File: config.mk
export PLATFORM = sky130hd
export DESIGN_NAME = uart_tx_ext
export DESIGN_NICKNAME = d
export VERILOG_FILES = /design/src/rtl/uart_pkg.sv /design/src/rtl/uart_tx_fifo.sv /design/src/rtl/uart_tx_ext.sv
export SDC_FILE = /design/constraint.sdc
export NUM_CORES = 1
export LEC_CHECK = 0
export CORE_ASPECT_RATIO = 0.8
export CORE_UTILIZATION = 35
export DETAILED_ROUTE_END_ITERATION = 10
export MAX_ROUTING_LAYER = met4
export PLACE_DENSITY = 0.55
export SLEW_MARGIN = 20
export SYNTH_ARGS = -nofsm -noshare
export SYNTH_HDL_FRONTEND = slang
export SYNTH_SLANG_ARGS = --single-unit
File: constraint.sdc
create_clock -name clock -period 4.6 [get_ports clock]
set_input_delay 0.69 -clock clock [delete_from_list [all_inputs] [get_ports clock]]
set_output_delay 0.69 -clock clock [all_outputs]
set_load 0.02 [all_outputs]
File: src/rtl/uart_pkg.sv
// uart_pkg: definitions shared by the UART transmitter and the future receiver.
//   - parity mode codes as driven on the 'parity' config input
//   - TX frame state enumeration
package uart_pkg;

  // Code 1 is reserved and transmits without a parity bit, the same as NONE.
  localparam logic [1:0] UART_PARITY_NONE = 2'd0;
  localparam logic [1:0] UART_PARITY_EVEN = 2'd2;
  localparam logic [1:0] UART_PARITY_ODD  = 2'd3;

  typedef enum logic [2:0] {
    TX_IDLE,
    TX_START,
    TX_DATA,
    TX_PARITY,
    TX_STOP1,
    TX_STOP2
  } tx_state_e;

endpackage

File: src/rtl/uart_tx_fifo.sv
// uart_tx_fifo: synchronous word queue that feeds the UART transmitter.
//   clock  : system clock, rising edge
//   reset  : asynchronous, active-low
//   push   : write wdata (ignored while full)
//   pop    : drop the head word (ignored while empty)
//   wdata  : word to enqueue
//   rdata  : head word, valid while !empty
//   empty  : no words stored
//   full   : registered, set on the edge that brings level to DEPTH
//   level  : number of words stored, 0..DEPTH
// DEPTH must be a power of two >= 2 so the pointers wrap naturally.
module uart_tx_fifo #(
  parameter  int WIDTH = 16,
  parameter  int DEPTH = 8,
  localparam int AW    = $clog2(DEPTH),
  localparam int LW    = $clog2(DEPTH + 1)
) (
  input  logic             clock,
  input  logic             reset,
  input  logic             push,
  input  logic             pop,
  input  logic [WIDTH-1:0] wdata,
  output logic [WIDTH-1:0] rdata,
  output logic             empty,
  output logic             full,
  output logic [LW-1:0]    level
);

  logic [DEPTH-1:0][WIDTH-1:0] mem;
  logic [AW-1:0]               wr_ptr;
  logic [AW-1:0]               rd_ptr;
  logic [LW-1:0]               cnt_nxt;
  logic                        do_push;
  logic                        do_pop;

  assign do_push = push && !full;
  assign do_pop  = pop && !empty;
  assign empty   = (level == '0);
  assign rdata   = mem[rd_ptr];

  always_comb begin
    cnt_nxt = level;
    if (do_push && !do_pop)      cnt_nxt = level + LW'(1);
    else if (!do_push && do_pop) cnt_nxt = level - LW'(1);
  end

  always_ff @(posedge clock or negedge reset) begin
    if (!reset) begin
      wr_ptr <= '0;
      rd_ptr <= '0;
      level  <= '0;
      full   <= 1'b0;
    end else begin
      if (do_push) wr_ptr <= wr_ptr + AW'(1);
      if (do_pop)  rd_ptr <= rd_ptr + AW'(1);
      level <= cnt_nxt;
      // Registered so in_ready never depends combinationally on pop.
      full  <= (cnt_nxt == LW'(DEPTH));
    end
  end

  // Storage needs no reset: a slot is only read after it has been written.
  always_ff @(posedge clock) begin
    if (do_push) mem[wr_ptr] <= wdata;
  end

endmodule

File: src/rtl/uart_tx_ext.sv
// uart_tx_ext: buffered UART transmitter with internal baud divider.
// Frame: start bit, 1..MAX_WIDTH data bits LSB first, optional parity,
// 1 or 2 stop bits; each bit lasts div+1 clocks.
//   clock    : system clock, rising edge
//   reset    : asynchronous, active-low; drops queued and in-flight words
//   div      : bit period = div+1 clocks
//   parity   : 0 none, 1 reserved (none), 2 even, 3 odd
//   width    : data bits per frame (0 -> 1, above MAX_WIDTH -> MAX_WIDTH)
//   stop2    : 1 = two stop bits
//   in_valid : in_data valid
//   in_ready : queue can accept a word (registered)
//   in_data  : word to send, bits above width ignored
//   busy     : frame in progress or words waiting
//   level    : words waiting, excluding the one being shifted
//   out      : serial line, idle high
// Build option UART_TX_FIFO_EN: when defined, words wait in a FIFO_DEPTH
// entry queue; otherwise a single holding register is used.
// Config inputs are sampled only when a word is popped into the shifter.
module uart_tx_ext
  import uart_pkg::*;
#(
  parameter  int MAX_WIDTH  = 16,
  parameter  int DIV_WIDTH  = 16,
  parameter  int FIFO_DEPTH = 8,
  localparam int WW         = $clog2(MAX_WIDTH + 1),
  localparam int LW         = $clog2(FIFO_DEPTH + 1)
) (
  input  logic                 clock,
  input  logic                 reset,
  input  logic [DIV_WIDTH-1:0] div,
  input  logic [1:0]           parity,
  input  logic [WW-1:0]        width,
  input  logic                 stop2,
  input  logic                 in_valid,
  output logic                 in_ready,
  input  logic [MAX_WIDTH-1:0] in_data,
  output logic                 busy,
  output logic [LW-1:0]        level,
  output logic                 out
);

  typedef struct packed {
    logic [DIV_WIDTH-1:0] baud_div;
    logic [1:0]           par_mode;
    logic [WW-1:0]        nbits;    // already clamped to 1..MAX_WIDTH
    logic                 two_stop;
  } frame_cfg_t;

  tx_state_e            state, state_nxt;
  logic [DIV_WIDTH-1:0] cnt, cnt_nxt;
  logic [WW-1:0]        bit_cnt, bit_nxt;
  logic [MAX_WIDTH-1:0] shift, shift_nxt;
  logic                 par_acc, par_nxt;
  frame_cfg_t           cfg, cfg_nxt;
  logic [WW-1:0]        eff_width;
  logic                 tick;
  logic                 par_en;
  logic                 frame_done;

  logic                 push;
  logic                 pop;
  logic                 q_valid;
  logic [MAX_WIDTH-1:0] q_data;

  assign push = in_valid && in_ready;

`ifdef UART_TX_FIFO_EN
  logic q_empty;
  logic q_full;

  uart_tx_fifo #(
    .WIDTH (MAX_WIDTH),
    .DEPTH (FIFO_DEPTH)
  ) u_fifo (
    .clock (clock),
    .reset (reset),
    .push  (push),
    .pop   (pop),
    .wdata (in_data),
    .rdata (q_data),
    .empty (q_empty),
    .full  (q_full),
    .level (level)
  );

  assign q_valid  = !q_empty;
  assign in_ready = !q_full;
`else
  logic                 hold_valid;
  logic [MAX_WIDTH-1:0] hold_data;

  // push needs !hold_valid and pop needs hold_valid, so they never coincide.
  always_ff @(posedge clock or negedge reset) begin
    if (!reset) begin
      hold_valid <= 1'b0;
      hold_data  <= '0;
    end else if (push) begin
      hold_valid <= 1'b1;
      hold_data  <= in_data;
    end else if (pop) begin
      hold_valid <= 1'b0;
    end
  end

  assign q_valid  = hold_valid;
  assign q_data   = hold_data;
  assign in_ready = !hold_valid;
  assign level    = LW'(hold_valid);
`endif

  assign busy   = (state != TX_IDLE) || (level != '0);
  assign tick   = (cnt == '0);
  assign par_en = (cfg.par_mode == UART_PARITY_EVEN) ||
                  (cfg.par_mode == UART_PARITY_ODD);

  always_comb begin
    eff_width = width;
    if (width == '0)                   eff_width = WW'(1);
    else if (width > WW'(MAX_WIDTH))   eff_width = WW'(MAX_WIDTH);
  end

  always_comb begin
    state_nxt  = state;
    cnt_nxt    = cnt;
    bit_nxt    = bit_cnt;
    shift_nxt  = shift;
    par_nxt    = par_acc;
    cfg_nxt    = cfg;
    frame_done = 1'b0;
    pop        = 1'b0;

    // Every bit state reloads the divisor on exit, which is the entry load
    // of whichever state follows.
    if (state != TX_IDLE) cnt_nxt = tick ? cfg.baud_div : cnt - DIV_WIDTH'(1);

    unique case (state)
      TX_IDLE:   state_nxt = TX_IDLE;
      TX_START:  if (tick) begin
                   state_nxt = TX_DATA;
                   bit_nxt   = '0;
                 end
      TX_DATA:   if (tick) begin
                   par_nxt   = par_acc ^ shift[0];
                   shift_nxt = shift >> 1;
                   bit_nxt   = bit_cnt + WW'(1);
                   if (bit_cnt == cfg.nbits - WW'(1))
                     state_nxt = par_en ? TX_PARITY : TX_STOP1;
                 end
      TX_PARITY: if (tick) state_nxt = TX_STOP1;
      TX_STOP1:  if (tick) begin
                   if (cfg.two_stop) state_nxt = TX_STOP2;
                   else              frame_done = 1'b1;
                 end
      TX_STOP2:  if (tick) frame_done = 1'b1;
      default:   state_nxt = TX_IDLE;
    endcase

    // A waiting word starts straight from the last stop clock, so
    // back-to-back frames have no idle bit between them.
    if (state == TX_IDLE || frame_done) begin
      if (q_valid) begin
        pop       = 1'b1;
        state_nxt = TX_START;
        cnt_nxt   = div;
        bit_nxt   = '0;
        par_nxt   = 1'b0;
        shift_nxt = q_data;
        cfg_nxt   = '{baud_div: div, par_mode: parity,
                      nbits: eff_width, two_stop: stop2};
      end else if (frame_done) begin
        state_nxt = TX_IDLE;
        cnt_nxt   = '0;
      end
    end
  end

  always_ff @(posedge clock or negedge reset) begin
    if (!reset) begin
      state   <= TX_IDLE;
      cnt     <= '0;
      bit_cnt <= '0;
      shift   <= '0;
      par_acc <= 1'b0;
      cfg     <= '0;
    end else begin
      state   <= state_nxt;
      cnt     <= cnt_nxt;
      bit_cnt <= bit_nxt;
      shift   <= shift_nxt;
      par_acc <= par_nxt;
      cfg     <= cfg_nxt;
    end
  end

  // Decoded from registers only; reset forces IDLE and so the line high.
  always_comb begin
    out = 1'b1;
    unique case (state)
      TX_START:  out = 1'b0;
      TX_DATA:   out = shift[0];
      TX_PARITY: out = par_acc ^ (cfg.par_mode == UART_PARITY_ODD);
      default:   out = 1'b1;
    endcase
  end

endmodule

==> metrics.txt, run 1 <==
status=completed; max_slew headroom=between 20 and 30%; core region area=around 12,000 µm²; setup repair bufs after CTS=0; clk slew on worst S/H paths=~0.060 ns; io pins=50; Hold Crit Class=in -> async; final hold violations=0; met3 wire length=approximately 410 µm; sequential cell area=2050 µm²; Yosys cell types=56; I/O Buffers=46; via count=slightly above 3,000; Slew Limit Fails=0; setup ws final=around 1.3 ns; Setup Skew=approximately 0.0083 ns; synth top area cells=dfrtp_1, mux2_2, xnor2_1, a22o_1, o21ai_0; area of the multi-input gates=roughly 2100 µm²; Layout area overhead=20.8%; period utilization=between 70 and 80%; crit start category=register; CTS sink count=82; Worst setup EP type=output port; first-pass GRT wire length=between 15,000 and 20,000 µm; Setup CP Type=reg -> out; clk buf depth=2; Initial Util=a little under two fifths; WL final=9400 µm; top_reg_cell synth=dfrtp_1; TritonCTS buffer count=9; origin of the worst setup path=state[0]$_DFF_PN0_; Metal-1 WL=~4700 µm; largest net degree at the start of global routing=83; DP Wirelength=about 6300 µm; DR iter-0 viols=roughly 160; reg2reg setup slack=roughly 1.4 ns; Tot Pwr=around 0.0034 W; wire per inst=approximately 16 µm; Lkg Pwr=roughly 2.1 nW; DP Worst Slack=approximately 1.4 ns; power per cell area=roughly 650 nW/µm²; post-CTS sizing=0; crit-path max FO=16; hold_buf cts=0; number of antenna repair diodes=0; DRT Pass-1 Iters=4; later-pin clock latency in the skew report=0.34 ns; Tmin final=3.34 ns; initial antenna violation count=0; vias in the first global route=around 3,100; # DRC=0; Cells after Synth=382; filler instances=approximately 1,100; Die Ht=101 µm; Top Layer Used=met4; RR Startpoint=cnt[12]$_DFF_PN0_; Via density=5.43; synthesized area=~4300 µm²; count leader, synth=dfrtp_1; Peak VDD IR=0.282 mV; Antenna Nets Post-Route=0; Synth area leader=dfrtp_1; Final Setup Violations=0; Post-synth EDFFs=0; sequential share of the synthesized area=47.6%; RSZ-0062 raised after global routing=false; routed wl met2=between 4000 and 5000 µm; share of cells above drive strength 1=between 20% and 30%; actual slew at the worst max-slew pin=between 1 and 1.5 ns; Finished Cell Area=roughly 5200 µm²; setup_tns=0 ns; root buffer cell=clkbuf_16; fraction of registers with async set/reset=100%; Commonest cells post-synth=dfrtp_1, mux2_2, inv_1; r2r endpoint=cfg[14]$_DFFE_PN0P_; Nets=~470; total track usage=between 10% and 20%; syn_area_per_cell=11.3 µm²; Max-Cap Viols=0; worst setup path end=busy; Worst Path Arrival=about 2.7 ns; CP required=3.91 ns; Die W=126 µm; DP Area=~5000 µm²; Reg2Reg Depth=4; flop and latch count out of synthesis=slightly above 80; Synth top area share=47.6%; Die ar.=12,800 µm²; Routability Congestion=around 0.8; number of core rows=35; YS warnings=0; global route overflow=0; CTS tree=done; htree depth=3; fmax=about 0.3 GHz
## kinds of logic after synthesis
family                     synth area share (%)
AOI/OAI and AO/OA                          12.8
and+or+nand+nor                            12.7
xor gates and xnor gates                   2.44
buffers and inverters                      4.39
DFF                                        47.6
other                                    0.0870
muxes                                      18.7
adders and majority gates                  1.16
## power by group
part	switching (W)	internal [W]
logic	0.000569	0.000671
clock network	0.000283	0.000541
registers	0.000274	0.00105
total	0.00113	0.00226
## layer usage
layer | vias to the layer above | GRT usage (%)
li1 | 1487 | -
met1 | 1532 | 21.6
met2 | 66 | 24.6
met4 | 0 | 3.61
met5 | - | -
met3 | 8 | 5.02
## layout make-up
type / count / share of cell area [%]
Clock buffer: 10 / 4.59
Clock inverter: 5 / 1.97
Inverter: 16 / 1.15
Multi-Input combinational cell: 260 / 40.0
Sequential cell: 82 / 39.4
Tap cell: 148 / 3.56
Timing Repair Buffer: 49 / 9.31
## state kept, by name, summed over array words and instances (netlist names)
register and flops:
shift 16, cfg 24, cnt 16, state 3, bit_cnt 5, par_acc 1, hold_valid 1, hold_data 16
## worst max-delay path: stages (launching register included)
cell and delay (ns):
dfrtp_1 0.56, or3_1 0.68, nor2_1 0.44, inv_1 0.07, clkdlybuf4s50_1 0.54
## placed cells by master (no fill, tap or decap), drive strengths merged, types with 12 or more instances in the layout
master,count
a21oi,12
clkdlybuf4s50,45
dfrtp,82
inv,16
mux2,69
nand2,14
nand3,12
nor2,13
nor3,12
o21ai,14
## worst min path at each step
stage	start	endpoint	slack, ns
final	reset	cfg[5]$_DFFE_PN0P_	0.37
after detailed placement	hold_data[2]$_DFFE_PN0P_	shift[2]$_DFF_PN0_	0.49
after CTS	cfg[23]$_DFFE_PN0P_	cfg[23]$_DFFE_PN0P_	0.51
after floorplan	reset	bit_cnt[0]$_DFF_PN0_	0.39
after global placement	hold_data[2]$_DFFE_PN0P_	shift[2]$_DFF_PN0_	0.49
after global routing	reset	cfg[4]$_DFFE_PN0P_	0.46
## stage by stage
stage | std cells | hold slack, ns | utilization [%]
after global routing | 570 | 0.459 | 44.3
after global placement | 555 | 0.490 | 41.4
after detailed placement | 555 | 0.493 | 41.4
after CTS | 570 | 0.509 | 44.3
after floorplan | 384 | 0.394 | -
final | 570 | 0.365 | 44.3
Note: power is estimated with default switching activity, not from simulation.
==> run 2, diff against run 1 <==
==> constraint.sdc (replaced) <==
create_clock -name clock -period 3.12 [get_ports clock]
set_input_delay 0.468 -clock clock [delete_from_list [all_inputs] [get_ports clock]]
set_output_delay 0.468 -clock clock [all_outputs]
set_load 0.02 [all_outputs]
==> run 2 against run 1 <==
Effect of this change:
- sequential power is 45% higher
- power rose by 45%
- clock skew grew 0.0023 ns
- hold slack worse by 0.18 ns
- clock power rose by 32%
==> metrics.txt, run 2 (synthesized netlist as in run 1, its figures left out) <==
status=completed (unchanged); DR iter-0 viols=110 (was 155); setup_tns=0 ns (unchanged); clk buf depth=2 (unchanged); htree depth=3 (unchanged); Reg power frac=39.4% (was 39.1%); Die W=126 µm (unchanged); TritonCTS buffer count=9 (unchanged); I/O Buffers=46 (unchanged); sw frac=34.1% (was 33.2%); Tmin final=~2.7 ns; later-pin clock latency in the skew report=0.34 ns (about the same); Largest register FFs=24 (unchanged); sequential cell area=2050 µm² (unchanged); initial antenna violation count=0 (unchanged); Power Internal=0.00324 W (was 0.00226 W); hold_buf cts=0 (unchanged); fmax=approximately 0.37 GHz; # DRC=0 (unchanged); Setup Skew=0.0106 ns (was 0.00832 ns); CP required=2.65 ns (was 3.91 ns); CTS tree=done (unchanged); Clk pwr share=22.1% (was 24.3%); largest net degree at the start of global routing=59 (was 83); Final Setup Violations=0 (unchanged); global route overflow=0 (unchanged); Antenna Nets Post-Route=0 (unchanged); DRT Pass-1 Iters=5 (was 4); Net Sw Power=0.00167 W (was 0.00113 W); clk slew on worst S/H paths=0.06 ns (about the same); io pins=50 (unchanged); commonest non-fill, non-tap cells in the layout=dfrtp_1, mux2_2, clkdlybuf4s50_1 (unchanged); DP Wirelength=6470 µm (was 6250 µm); Worst setup EP type=output port (unchanged); Die Ht=101 µm (unchanged); CTS sink count=82 (unchanged); Initial Util=36.7% (unchanged); post-CTS sizing=0 (unchanged); most common cell after layout, fill and taps aside=dfrtp_1 (unchanged); via count=3,123 (was 3,093); Worst Path Arrival=2.23 ns (was 2.65 ns); WL final=9160 µm (was 9400 µm); crit start category=register (unchanged); Max-Cap Viols=0 (unchanged); Die ar.=12,800 µm² (unchanged); period utilization=a little under 90%; Lkg Pwr=2.12 nW (was 2.08 nW); number of core rows=35 (unchanged); Peak VDD IR=0.347 mV (was 0.282 mV); setup ws final=0.419 ns (was 1.26 ns); setup repair bufs after CTS=0 (unchanged); actual slew at the worst max-slew pin=0.871 ns (was 1.07 ns); Nets=476 (was 465); power per cell area=933 nW/µm² (was 651 nW/µm²); crit-path max FO=13 (was 16); number of antenna repair diodes=0 (unchanged); Slew Limit Fails=0 (unchanged); final hold violations=0 (unchanged); Comb pwr share=38.5% (was 36.6%); area of the multi-input gates=2080 µm² (unchanged); total track usage=16.2% (was 16.4%); first-pass GRT wire length=15,800 µm (was 15,900 µm); Hold Crit Class=in -> async (unchanged); DP Worst Slack=0.543 ns (was 1.36 ns); filler instances=1,124 (was 1,100); core region area=11,700 µm² (unchanged); max_slew headroom=41.9% (was 28.0%); Setup CP Type=reg -> out (unchanged); RSZ-0062 raised after global routing=false (unchanged); Routability Congestion=0.858 (was 0.799); root buffer cell=clkbuf_16 (unchanged); Via density=5.37 (was 5.43); share of cells above drive strength 1=24.4% (was 22.3%); vias in the first global route=3,218 (was 3,134); Layout area overhead=22.2% (was 20.8%); wire per inst=15.7 µm (was 16.5 µm); Most flops, register=cfg (unchanged)
-- run 2: changes by cell type in the layout (fill, tap and decap cells not counted), sizes merged --
| cell | delta |
|---|---|
| buf | +11 |
| bufinv | -2 |
| inv | +2 |
| clkinv | +1 |
-- run 2: worst paths after layout --
check                                           from              endpoint  slack (ns)  depth (start not counted)
max in group asynchronous                      reset      cnt[3]$_DFF_PN0_        2.27                          2
min                                            reset    cfg[2]$_DFFE_PN0P_        0.19                          1
max reg2reg                         cnt[0]$_DFF_PN0_  bit_cnt[0]$_DFF_PN0_        0.54                         10
min in group clock         hold_data[15]$_DFFE_PN0P_   shift[15]$_DFF_PN0_        0.50                          1
min reg2reg                hold_data[15]$_DFFE_PN0P_   shift[15]$_DFF_PN0_        0.50                          1
max                               state[1]$_DFF_PN0_                  busy        0.42                          4
-- run 2: per-stage QoR --
stage	cell area [µm²]	power (W)	util, %	cells	hold WS, ns
3_3_place_gp	4950	0.00382	42.2	566	0.490
6_report	5270	0.00491	44.9	582	0.186
4_1_cts	5270	0.00497	44.9	582	0.228
5_1_grt	5270	0.00530	44.9	582	0.243
2_1_floorplan	4320	0.00332	-	384	0.172
3_5_place_dp	4950	0.00386	42.2	566	0.490
-- run 2: power groups by stage --
stage | combinational [W] | sequential, W | clock, W
detailed placement | 0.00190 | 0.00196 | 0
finish | 0.00189 | 0.00193 | 0.00109
global route | 0.00211 | 0.00202 | 0.00117
CTS | 0.00192 | 0.00194 | 0.00112
global placement | 0.00187 | 0.00195 | 0
floorplan | 0.00150 | 0.00181 | 0
-- run 2: metal layers --
layer	part of all wire [%]	vias up	global-route usage [%]
li1	-	1505	-
met3	5.7	6	4.17
met1	49	1538	20.7
met2	45	74	25.5
met4	0.60	0	4.45
met5	0	-	-
-- run 2: area by class of cell --
class | count | area share (%)
clock buffers | 10 | 4.54
clock inverters | 6 | 1.38
inverters | 16 | 1.14
multi-input cells | 260 | 39.5
flip-flops and latches | 82 | 39.0
well taps | 148 | 3.52
repair buffers | 60 | 10.9
-- run 2: worst max-delay path, stage by stage, from the launching register on --
cell and delay [ns]:
dfrtp_1 0.52, or3_1 0.44, nor2_1 0.32, inv_1 0.07, clkdlybuf4s50_1 0.54
==> run 3, diff against run 2 <==
--- a/config.mk
+++ b/config.mk
@@ -5,6 +5,7 @@
 export SDC_FILE = /design/constraint.sdc
 export NUM_CORES = 1
 export LEC_CHECK = 0
+export ABC_CLOCK_PERIOD_IN_PS = 3120
 export CORE_ASPECT_RATIO = 0.8
 export CORE_UTILIZATION = 35
 export DETAILED_ROUTE_END_ITERATION = 10
@@ -13,4 +14,5 @@
 export SLEW_MARGIN = 20
 export SYNTH_ARGS = -nofsm -noshare
 export SYNTH_HDL_FRONTEND = slang
+export SYNTH_HIERARCHICAL = 1
 export SYNTH_SLANG_ARGS = --single-unit
==> results of run 3 <==
Final layout, timing and power as in run 2 (identical DEF).
Main changes from that run: Yosys warning count 0 -> 6
